[src/rtl/pc_fetch_unit.sv]
// PC holder and handshaked instruction fetch: IDLE -> REQ -> HOLD -> REQ ...
// Define PC_FETCH_FAULT_CHECK_EN to enable PC alignment/range checking with a sticky S_FAULT state.
module pc_fetch_unit #(
  parameter logic [31:0] PC_RESET = 32'h0000_3000,
  parameter logic [31:0] IM_BASE  = 32'h0000_3000,
  parameter int unsigned IM_AW    = 12
) (
  input  logic             clk,
  input  logic             rst_n,
  input  logic [31:0]      npc,
  input  logic             npc_load,
  output logic [31:0]      pc,
  output logic             im_req,
  output logic [IM_AW-1:0] im_addr,
  input  logic             im_ack,
  input  logic [31:0]      im_rdata,
  output logic [31:0]      instr,
  output logic             instr_valid,
  output logic [31:0]      fetch_cnt,
  output logic             fetch_fault
);

`ifdef PC_FETCH_FAULT_CHECK_EN
  typedef enum logic [1:0] {
    S_IDLE  = 2'd0,
    S_REQ   = 2'd1,
    S_HOLD  = 2'd2,
    S_FAULT = 2'd3
  } state_e;

  localparam logic [32:0] IM_SPAN = 33'd1 << (IM_AW + 2);

  // Misaligned, below the IM window, or beyond its end.
  function automatic logic addr_bad(input logic [31:0] addr);
    logic [31:0] off;
    off      = addr - IM_BASE;
    addr_bad = (addr[1:0] != 2'b00) || (addr < IM_BASE) || ({1'b0, off} >= IM_SPAN);
  endfunction
`else
  typedef enum logic [1:0] {
    S_IDLE = 2'd0,
    S_REQ  = 2'd1,
    S_HOLD = 2'd2
  } state_e;
`endif

  state_e      state_q, state_d;
  logic [31:0] pc_q, pc_d;
  logic [31:0] instr_q, instr_d;
  logic        instr_valid_q, instr_valid_d;
  logic [31:0] fetch_cnt_q, fetch_cnt_d;
  logic        borrow_s;

  // Word index of (pc - IM_BASE): only bits [IM_AW+1:2] are needed, plus the borrow from bits [1:0].
  assign borrow_s = (pc_q[1:0] < IM_BASE[1:0]);
  assign im_addr  = pc_q[IM_AW+1:2] - IM_BASE[IM_AW+1:2] - {{(IM_AW-1){1'b0}}, borrow_s};
  assign im_req   = (state_q == S_REQ);

  assign pc          = pc_q;
  assign instr       = instr_q;
  assign instr_valid = instr_valid_q;
  assign fetch_cnt   = fetch_cnt_q;

`ifdef PC_FETCH_FAULT_CHECK_EN
  logic fetch_fault_q, fetch_fault_d;
  assign fetch_fault = fetch_fault_q;
`else
  assign fetch_fault = 1'b0;
`endif

  // Next-state and register-update logic.
  always_comb begin
    state_d       = state_q;
    pc_d          = pc_q;
    instr_d       = instr_q;
    instr_valid_d = instr_valid_q;
    fetch_cnt_d   = fetch_cnt_q;
`ifdef PC_FETCH_FAULT_CHECK_EN
    fetch_fault_d = fetch_fault_q;
`endif
    case (state_q)
      S_IDLE: begin
`ifdef PC_FETCH_FAULT_CHECK_EN
        if (addr_bad(PC_RESET)) begin
          state_d       = S_FAULT;
          fetch_fault_d = 1'b1;
        end else begin
          state_d = S_REQ;
        end
`else
        state_d = S_REQ;
`endif
      end
      S_REQ: begin
        if (im_ack) begin
          instr_d       = im_rdata;
          instr_valid_d = 1'b1;
          fetch_cnt_d   = fetch_cnt_q + 32'd1;
          state_d       = S_HOLD;
        end else begin
          state_d = S_REQ;
        end
      end
      S_HOLD: begin
        if (npc_load) begin
          pc_d          = npc;
          instr_valid_d = 1'b0;
`ifdef PC_FETCH_FAULT_CHECK_EN
          if (addr_bad(npc)) begin
            instr_d       = 32'd0;
            fetch_fault_d = 1'b1;
            state_d       = S_FAULT;
          end else begin
            state_d = S_REQ;
          end
`else
          state_d = S_REQ;
`endif
        end else begin
          state_d = S_HOLD;
        end
      end
`ifdef PC_FETCH_FAULT_CHECK_EN
      S_FAULT: begin
        state_d = S_FAULT;
      end
`endif
      default: begin
        state_d = S_IDLE;
      end
    endcase
  end

  // State and datapath registers.
  always_ff @(posedge clk or negedge rst_n) begin
    if (!rst_n) begin
      state_q       <= S_IDLE;
      pc_q          <= PC_RESET;
      instr_q       <= 32'd0;
      instr_valid_q <= 1'b0;
      fetch_cnt_q   <= 32'd0;
    end else begin
      state_q       <= state_d;
      pc_q          <= pc_d;
      instr_q       <= instr_d;
      instr_valid_q <= instr_valid_d;
      fetch_cnt_q   <= fetch_cnt_d;
    end
  end

`ifdef PC_FETCH_FAULT_CHECK_EN
  // Sticky fault flag.
  always_ff @(posedge clk or negedge rst_n) begin
    if (!rst_n) begin
      fetch_fault_q <= 1'b0;
    end else begin
      fetch_fault_q <= fetch_fault_d;
    end
  end
`endif

endmodule

[config.mk]
export PLATFORM = sky130hd
export DESIGN_NAME = pc_fetch_unit
export DESIGN_NICKNAME = d
export VERILOG_FILES = /design/src/rtl/pc_fetch_unit.sv
export SDC_FILE = /design/constraint.sdc
export NUM_CORES = 1
export LEC_CHECK = 0
export ABC_AREA = 1
export CORE_ASPECT_RATIO = 1.25
export CORE_MARGIN = 10
export CORE_UTILIZATION = 35
export CTS_CLUSTER_DIAMETER = 50
export DETAILED_ROUTE_END_ITERATION = 10
export HOLD_SLACK_MARGIN = 0.05
export PLACE_DENSITY = 0.66
export SYNTH_ARGS = -nofsm -noshare
export SYNTH_HDL_FRONTEND = slang
export SYNTH_SLANG_ARGS = --single-unit
[constraint.sdc]
create_clock -name clk -period 2.2 [get_ports clk]
set_clock_uncertainty 0.05 [all_clocks]
set_input_delay 0.55 -clock clk [delete_from_list [all_inputs] [get_ports clk]]
set_output_delay 0.55 -clock clk [all_outputs]
set_load 0.05 [all_outputs]
* Yosys cells after proc, flatten, opt, wreduce, memory -nomap -nowiden
Cells that the tools add are included.
** Storage, ports and cells
- Flip-flop bits (word level) :: 99
- Logic and storage cells :: 24
** Operators by class
- $add $sub $neg :: 3
- $lt $le $gt $ge :: 1
- Eq/ne operators :: 4
- Muxes and demuxes :: 6
- Reduce and logical (&&, ||, !) cells :: 5
** Operators with widths (number)
- 32-bit by 1-bit adder with 32-bit output, second input constant :: 1
- 12-bit by 1-bit subtractor with 12-bit output :: 1
- 12-bit subtractor, second input constant :: 1
- 2-bit one-hot mux with 3 select lines :: 1
- 2-bit 2-to-1 mux :: 2
- 2-bit AND reduction :: 2
- 3-bit AND reduction :: 1
- 2-bit by 1-bit equality test with 1-bit output, second input constant :: 1
- 2-bit equality test, second input constant :: 1
- 2-bit logical NOT :: 1
- 2-bit by 1-bit < comparator with 1-bit output, second input constant :: 1
- 1-bit 2-to-1 mux :: 2
- 2-bit by 1-bit inequality test with 1-bit output, second input constant :: 1
- 2-bit inequality test, second input constant :: 1
- 1-bit one-hot mux with 2 select lines :: 1
- 2-bit nonzero test :: 1

* Depth between registers and ports, before layout
Gate-level depths: netlist of the first run.
- Depth after elaboration :: 3
- Mapped depth :: 9

* Worst setup path after synthesis of the first run
No wires, ideal clock.
- Path kind :: register to output
- From :: reg pc_q[3], in the netlist pc[3]
- To :: out im_addr[6]
- Data arrival time :: 2.432 ns
- Required time :: 1.600 ns
- Slack :: -0.832 ns
- Stages on the path, launching flop included :: 6
- Path buffers :: 0
- Cells stage by stage :: dfrtp_1 inv_1 ha_1 o21ai_0 a21oi_1 xnor2_1
** Between the ends
- Longest elaborated chain between the ends :: 2
** RTL lines
- start, declared :: RTL line 48 : logic [31:0] pc_q, pc_d;
- start signal, assigned :: RTL line 144 : pc_q <= pc_d;
- 12-bit subtractor :: RTL line 56 : assign im_addr = pc_q[IM_AW+1:2] - IM_BASE[IM_AW+1:2] - {{(IM_AW-1){1'b0}}, borrow_s};
- 12-bit by 1-bit subtractor with 12-bit output :: RTL line 56
- end, declared :: RTL line 14 : output logic [IM_AW-1:0] im_addr,
Every way passes these cells.

* Worst setup path after layout of the first run
- From :: reg pc_q[7], in the netlist pc[7]
- To :: out im_addr[10]
Same word-level chain as after synthesis.

==> results of run 1 <==
[per-layer routing]
metal | global-route usage [%] | routed length [um]
met5 | 0 | 0
met4 | 5.709 | 336
met3 | 7.622 | 1504
met2 | 27.80 | 7543
met1 | 16.91 | 5805
[state kept, by name, summed over array words and instances, names as in the netlist]
name and flops:
state_q 2, instr_valid 1, pc 32, fetch_cnt 32, instr 32
[through the flow]
step | hold slack, ns | std cells | cell area (um2) | setup TNS [ns] | utilization [%]
6_report | 0.04898 | 960 | 7602 | -2.231 | 56.95
5_1_grt | 0.05966 | 960 | 7602 | -2.843 | 56.95
4_1_cts | 0.05023 | 956 | 7538 | -2.273 | 56.47
3_5_place_dp | 0.4088 | 937 | 7088 | -0.01825 | 53.10
3_3_place_gp | 0.4043 | 937 | 7088 | 0 | 53.10
2_1_floorplan | 0.2044 | 592 | 5079 | -0.4627 | -
[timing repair]
| item | 4_1_cts | 5_1_grt |
|---|---|---|
| pin swaps | 20 | 15 |
| setup buffers | 5 | 4 |
| setup endpoints to repair | 10 | 12 |
| gates resized for setup | 35 | 10 |
| hold buffers | 0 | 0 |
[worst reg2reg max path, delay by kind of cell (launching register included)]
family / cells / cell delay (ns)
and+or+nand+nor: 5 / 0.83
xor gates and xnor gates: 1 / 0.13
DFF: 1 / 0.41
adders and majority gates: 1 / 0.19
[cell type report]
type | count | area [um2]
Clock inverter | 4 | 52.55
Fill cell | 1170 | 5747
Timing Repair Buffer | 199 | 1964
Clock buffer | 10 | 229.0
Sequential cell | 99 | 2491
Inverter | 57 | 214.0
Tap cell | 171 | 214.0
Multi-Input combinational cell | 420 | 2437
[final timing paths]
path / start / endpoint / slack (ns)
setup / recovery: pc[7] / im_addr[10] / -0.30
hold / removal: rst_n / instr[29] / 0.05
setup reg to reg: fetch_cnt[1] / fetch_cnt[20] / 0.48
hold reg to reg: pc[28] / pc[28] / 0.42
max in group asynchronous: rst_n / pc[7] / 1.39
min in group clk: pc[28] / pc[28] / 0.42
[logic make-up (layout without fill, tap and decap cells)]
logic type,Yosys count,count (layout),synth area share (%)
AO/OA/AOI/OAI,27,27,2.962
other,1,1,0.07787
AND/OR/NAND/NOR,353,353,31.28
XOR/XNOR,28,28,5.092
buffers and inverters,73,270,6.235
adder cells (fa/ha/maj),11,11,2.858
flip-flops,99,99,51.49
[cells in the final DEF, fill, tap and decap left out, drive strengths merged]
cell / instances
clkbuf: 10
nand3: 30
o21bai: 2
clkdlybuf4s50: 121
nand2: 265
ha: 11
dlymetal6s2s: 3
xor2: 12
dlygate4sd2: 3
a21oi: 9
nor2: 41
bufinv: 1
conb: 1
dfstp: 2
nand4: 11
buf: 72
o31ai: 1
nor3: 4
nand3b: 2
clkinv: 2
o21ai: 15
dfrtp: 97
inv: 58
xnor2: 16
==> results.yml, run 1 <==
clock_network:
  htree_levels: 3
  cts.path.max_buffers: 2
  cts_made_buffers: 9
  cts_sinks: 99
  cts_tree: "yes"
  clk_pin_slew_ns: 0.06
  root_buffer: "clkbuf_16"
  insertion_delay_ns: 0.35
worst_setup_path:
  critPathRequiredTime_ns: 1.60
  worst-path-buf-inv: 2
  start_kind: "register"
  end_kind: "primary output"
  cp.depth: 9
  cp_slowest_stage_delay_ns: 0.44
  worstPathCellList: "inv_2 -> ha_4 -> nand2_2 -> nand2_2 -> o21bai_1 -> nand2_1 -> nand4_1 -> nand2_4 -> buf_12"
  cp.arrival_ns: 1.90
  path_delay_family: "simple AND/OR/NAND/NOR gates"
  r2r.worst_path.cells: 7
  critPathSlowestCell: "dfrtp_2"
  cp_common_cell: "nand2_2"
  path_class: "register to primary output"
  crit_fanout: 4
yosys:
  ys_ff_latch: 99
  synth-edff-count: 0
  synth.most_common_cell: "nand2_1"
  yosys_warnings: 0
  netlist.area_leader.share_pct: 50.40
  seq_area_frac_synth_pct: 51.49
  yosys.area.top_type: "dfrtp_1"
  synth_area_leaders: "dfrtp_1 50%, nand2_1 20%, inv_1 4.3%"
  synthArstFlopShare_pct: 100.0
  synth.distinct_cells: 31
  synth_commonest_cells: "262 x nand2_1, 97 x dfrtp_1, 55 x inv_1"
  syn_inst: 592
  syn_avg_cell_area_um2: 8.135
  synth_nets: 671
  synthFlopType: "dfrtp_1"
  syn-cell-area_um2: 4816
sta:
  worst_slew_pin_slew_ns: 0.5512
  finalCritPeriodShare_pct: 113.7
  worst_slack_ns: -0.3007
  max_slew_margin_pct: 63.14
  hold_viol: 0
  setup_violations: 9
  finalCriticalPeriod_ns: 2.501
  rsz0062_at_grt: "yes"
  fmax_ghz: 0.3999
  slew_viol_final: 0
drt:
  finalWirelength_um: 15190
  ant_nets: 0
  drcViolationCount: 0
  dr.pass1.iters: 4
  drtIter0Drc: 267
  via_per_inst: 4.688
  wl_per_cell_um: 15.82
  dr_total_vias: 4500
floorplan:
  ios: 179
  die_area_um2: 18880
  die_h_um: 151.1
  core-area_um2: 13350
  rows: 47
  die_w_um: 124.9
  start_util_pct: 36.08
global_routing:
  grt_antenna_before_repair: 0
  grt_pass1_wl_um: 24560
  grt_use_total_pct: 16.09
  grt_max_degree: 56
  gr-total-overflow: 0
  grt_pass1_vias: 4714
job:
  drv_cap: 0
place:
  place_congestion: 0.8822
  port_buffers: 177
  pre_cts_slack_ns: -0.01825
  dpl.hpwl_um: 11940
run_status:
  status: "finished, violations left"
  violations: "setup timing"
finish:
  nNetsFinal: 865
  drive_gt1_share_pct: 21.42
  syn_to_final_growth_pct: 57.86
  diodes: 0
min_path:
  hold_class: "input pin to asynchronous set/reset pin"
Power of run 1 is left out: the tool's default activity adds up to more than one toggle a clock period on the data nets, which glitch-free logic cannot reach.
==> run 2, diff against run 1 <==
--- a/config.mk
+++ b/config.mk
@@ -13,6 +13,7 @@
 export DETAILED_ROUTE_END_ITERATION = 10
 export HOLD_SLACK_MARGIN = 0.05
 export PLACE_DENSITY = 0.66
+export SLEW_MARGIN = 40
 export SYNTH_ARGS = -nofsm -noshare
 export SYNTH_HDL_FRONTEND = slang
 export SYNTH_SLANG_ARGS = --single-unit
==> constraint.sdc (replaced) <==
create_clock -name clk -period 2.7 [get_ports clk]
set_clock_uncertainty 0.05 [all_clocks]
set_input_delay 0.675 -clock clk [delete_from_list [all_inputs] [get_ports clk]]
set_output_delay 0.675 -clock clk [all_outputs]
set_load 0.05 [all_outputs]
==> results.yml, run 2 (synthesis results as in run 1) <==
run_status:
  status: "finished, final reports clean"
drt:
  dr_total_vias: 4461
  finalWirelength_um: 15050
  dr.pass1.iters: 4
  wl_per_cell_um: 15.71
  drtIter0Drc: 236
  drcViolationCount: 0
  via_per_inst: 4.657
  ant_nets: 0
worst_setup_path:
  cp_slowest_stage_delay_ns: 0.40
  path_delay_family: "flip-flops"
  critPathRequiredTime_ns: 1.98
  crit_fanout: 4
  r2r_setup_slack_ns: 1.03
  worst-path-buf-inv: 2
  worstPathCellList: "buf_4 -> ha_4 -> nand2_1 -> a21oi_1 -> nor2_1 -> nand3_1 -> nand2_1 -> nand2_2 -> buf_12"
  critPathSlowestCell: "dfrtp_1"
  cp.arrival_ns: 1.94
  start_kind: "register"
  cp_common_cell: "nand2_1"
  end_kind: "primary output"
  r2r.worst_path.cells: 5
  timing.rr.start: "state_q[0]"
  r2r_end: "fetch_cnt[2]"
  path_class: "register to primary output"
  startpoint: "pc[8]"
sta:
  finalCritPeriodShare_pct: 98.55
  worst_slew_pin_slew_ns: 0.6158
  setup_violations: 0
  rsz0062_at_grt: "yes"
  hold_viol: 0
  slew_viol_final: 0
  max_slew_margin_pct: 58.95
  finalCriticalPeriod_ns: 2.661
  fmax_ghz: 0.3758
floorplan:
  die_area_um2: 18880
  start_util_pct: 36.08
  core-area_um2: 13350
  ios: 179
  die_w_um: 124.9
  die_h_um: 151.1
  rows: 47
place:
  place_congestion: 0.9228
  dpl.hpwl_um: 11360
  placed_area_um2: 6918
  port_buffers: 177
  dp_cells: 932
job:
  drv_cap: 0
finish:
  drive_gt1_share_pct: 13.72
  syn_to_final_growth_pct: 55.99
  seqCellArea_um2: 2485
  instances_no_fill: 958
  nNetsFinal: 861
  fin_area_um2: 7512
  fillers: 1155
  final_cell_mix: "256 x nand2_1, 166 x clkdlybuf4s50_1, 93 x dfrtp_1"
  diodes: 0
  layout_commonest_cell: "nand2_1"
  multi_input_area_um2: 2300
clock_network:
  cts_sinks: 99
  htree_levels: 3
  root_buffer: "clkbuf_16"
  cts.path.max_buffers: 2
  clk_pin_slew_ns: 0.07
  cts_hold_buf: 0
  insertion_delay_ns: 0.34
  cts_tree: "yes"
  cts_made_buffers: 9
global_routing:
  gr-total-overflow: 0
  grt_pass1_vias: 4541
  grt_pass1_wl_um: 23470
  grt_antenna_before_repair: 0
  grt_max_degree: 55
  grt_use_total_pct: 15.14
min_path:
  hold_class: "input pin to asynchronous set/reset pin"
run 2: changes by cell type in the layout (fill, tap and decap cells not counted), sizes merged:
cell	delta
buf	-43
clkinv	+2
clkdlybuf4s50	+45
dlymetal6s2s	-3
dlygate4sd2	-3
run 2: repair_timing:
action                                  4_1_cts  5_1_grt
resized for setup                            15       37
setup buffers                                 0       10
pin swaps                                     0       17
endpoints found under the setup margin        7        8
run 2: worst max path at each step:
stage,cells after the start,slack (ns),end
2_1_floorplan,5,-0.004,im_addr[6]
5_1_grt,10,-0.05,im_addr[9]
3_3_place_gp,9,0.26,im_addr[10]
3_5_place_dp,6,0.23,im_addr[6]
4_1_cts,7,-0.02,im_addr[6]
6_report,9,0.04,im_addr[10]
run 2: layout make-up:
cell class / instances / area share (%)
Inverter: 57 / 2.881
Sequential cell: 99 / 33.08
Timing Repair Buffer: 195 / 26.57
Clock buffer: 10 / 3.181
Clock inverter: 6 / 0.8328
Tap cell: 171 / 2.848
Multi-Input combinational cell: 420 / 30.61
run 2: routing by layer:
layer	up-vias	wire length (um)	track usage, %
met1	2109	5882	16.07
met3	13	1135	5.315
li1	2204	-	-
met2	135	7853	27.98
met4	0	178	4.037
met5	-	0	0
run 2: stage by stage:
step                utilization, %   TNS (ns)  setup WS, ns  hold slack (ns)
floorplan                        -  -0.003581     -0.003581           0.3294
global placement             51.82          0        0.2592           0.4041
detailed placement           51.82          0        0.2258           0.4089
CTS                          54.48   -0.03311      -0.02461           0.3156
global route                 56.28    -0.1451      -0.04551           0.3348
finish                       56.28          0       0.03909           0.2936
run 2: worst reg2reg max path, stage by stage (launching register included):
cell and delay, ns:
dfrtp_1 0.47, nand2_2 0.11, nor2_4 0.29, buf_4 0.40, nand2_1 0.11, xnor2_1 0.14
Power of run 2 is left out for the same reason.
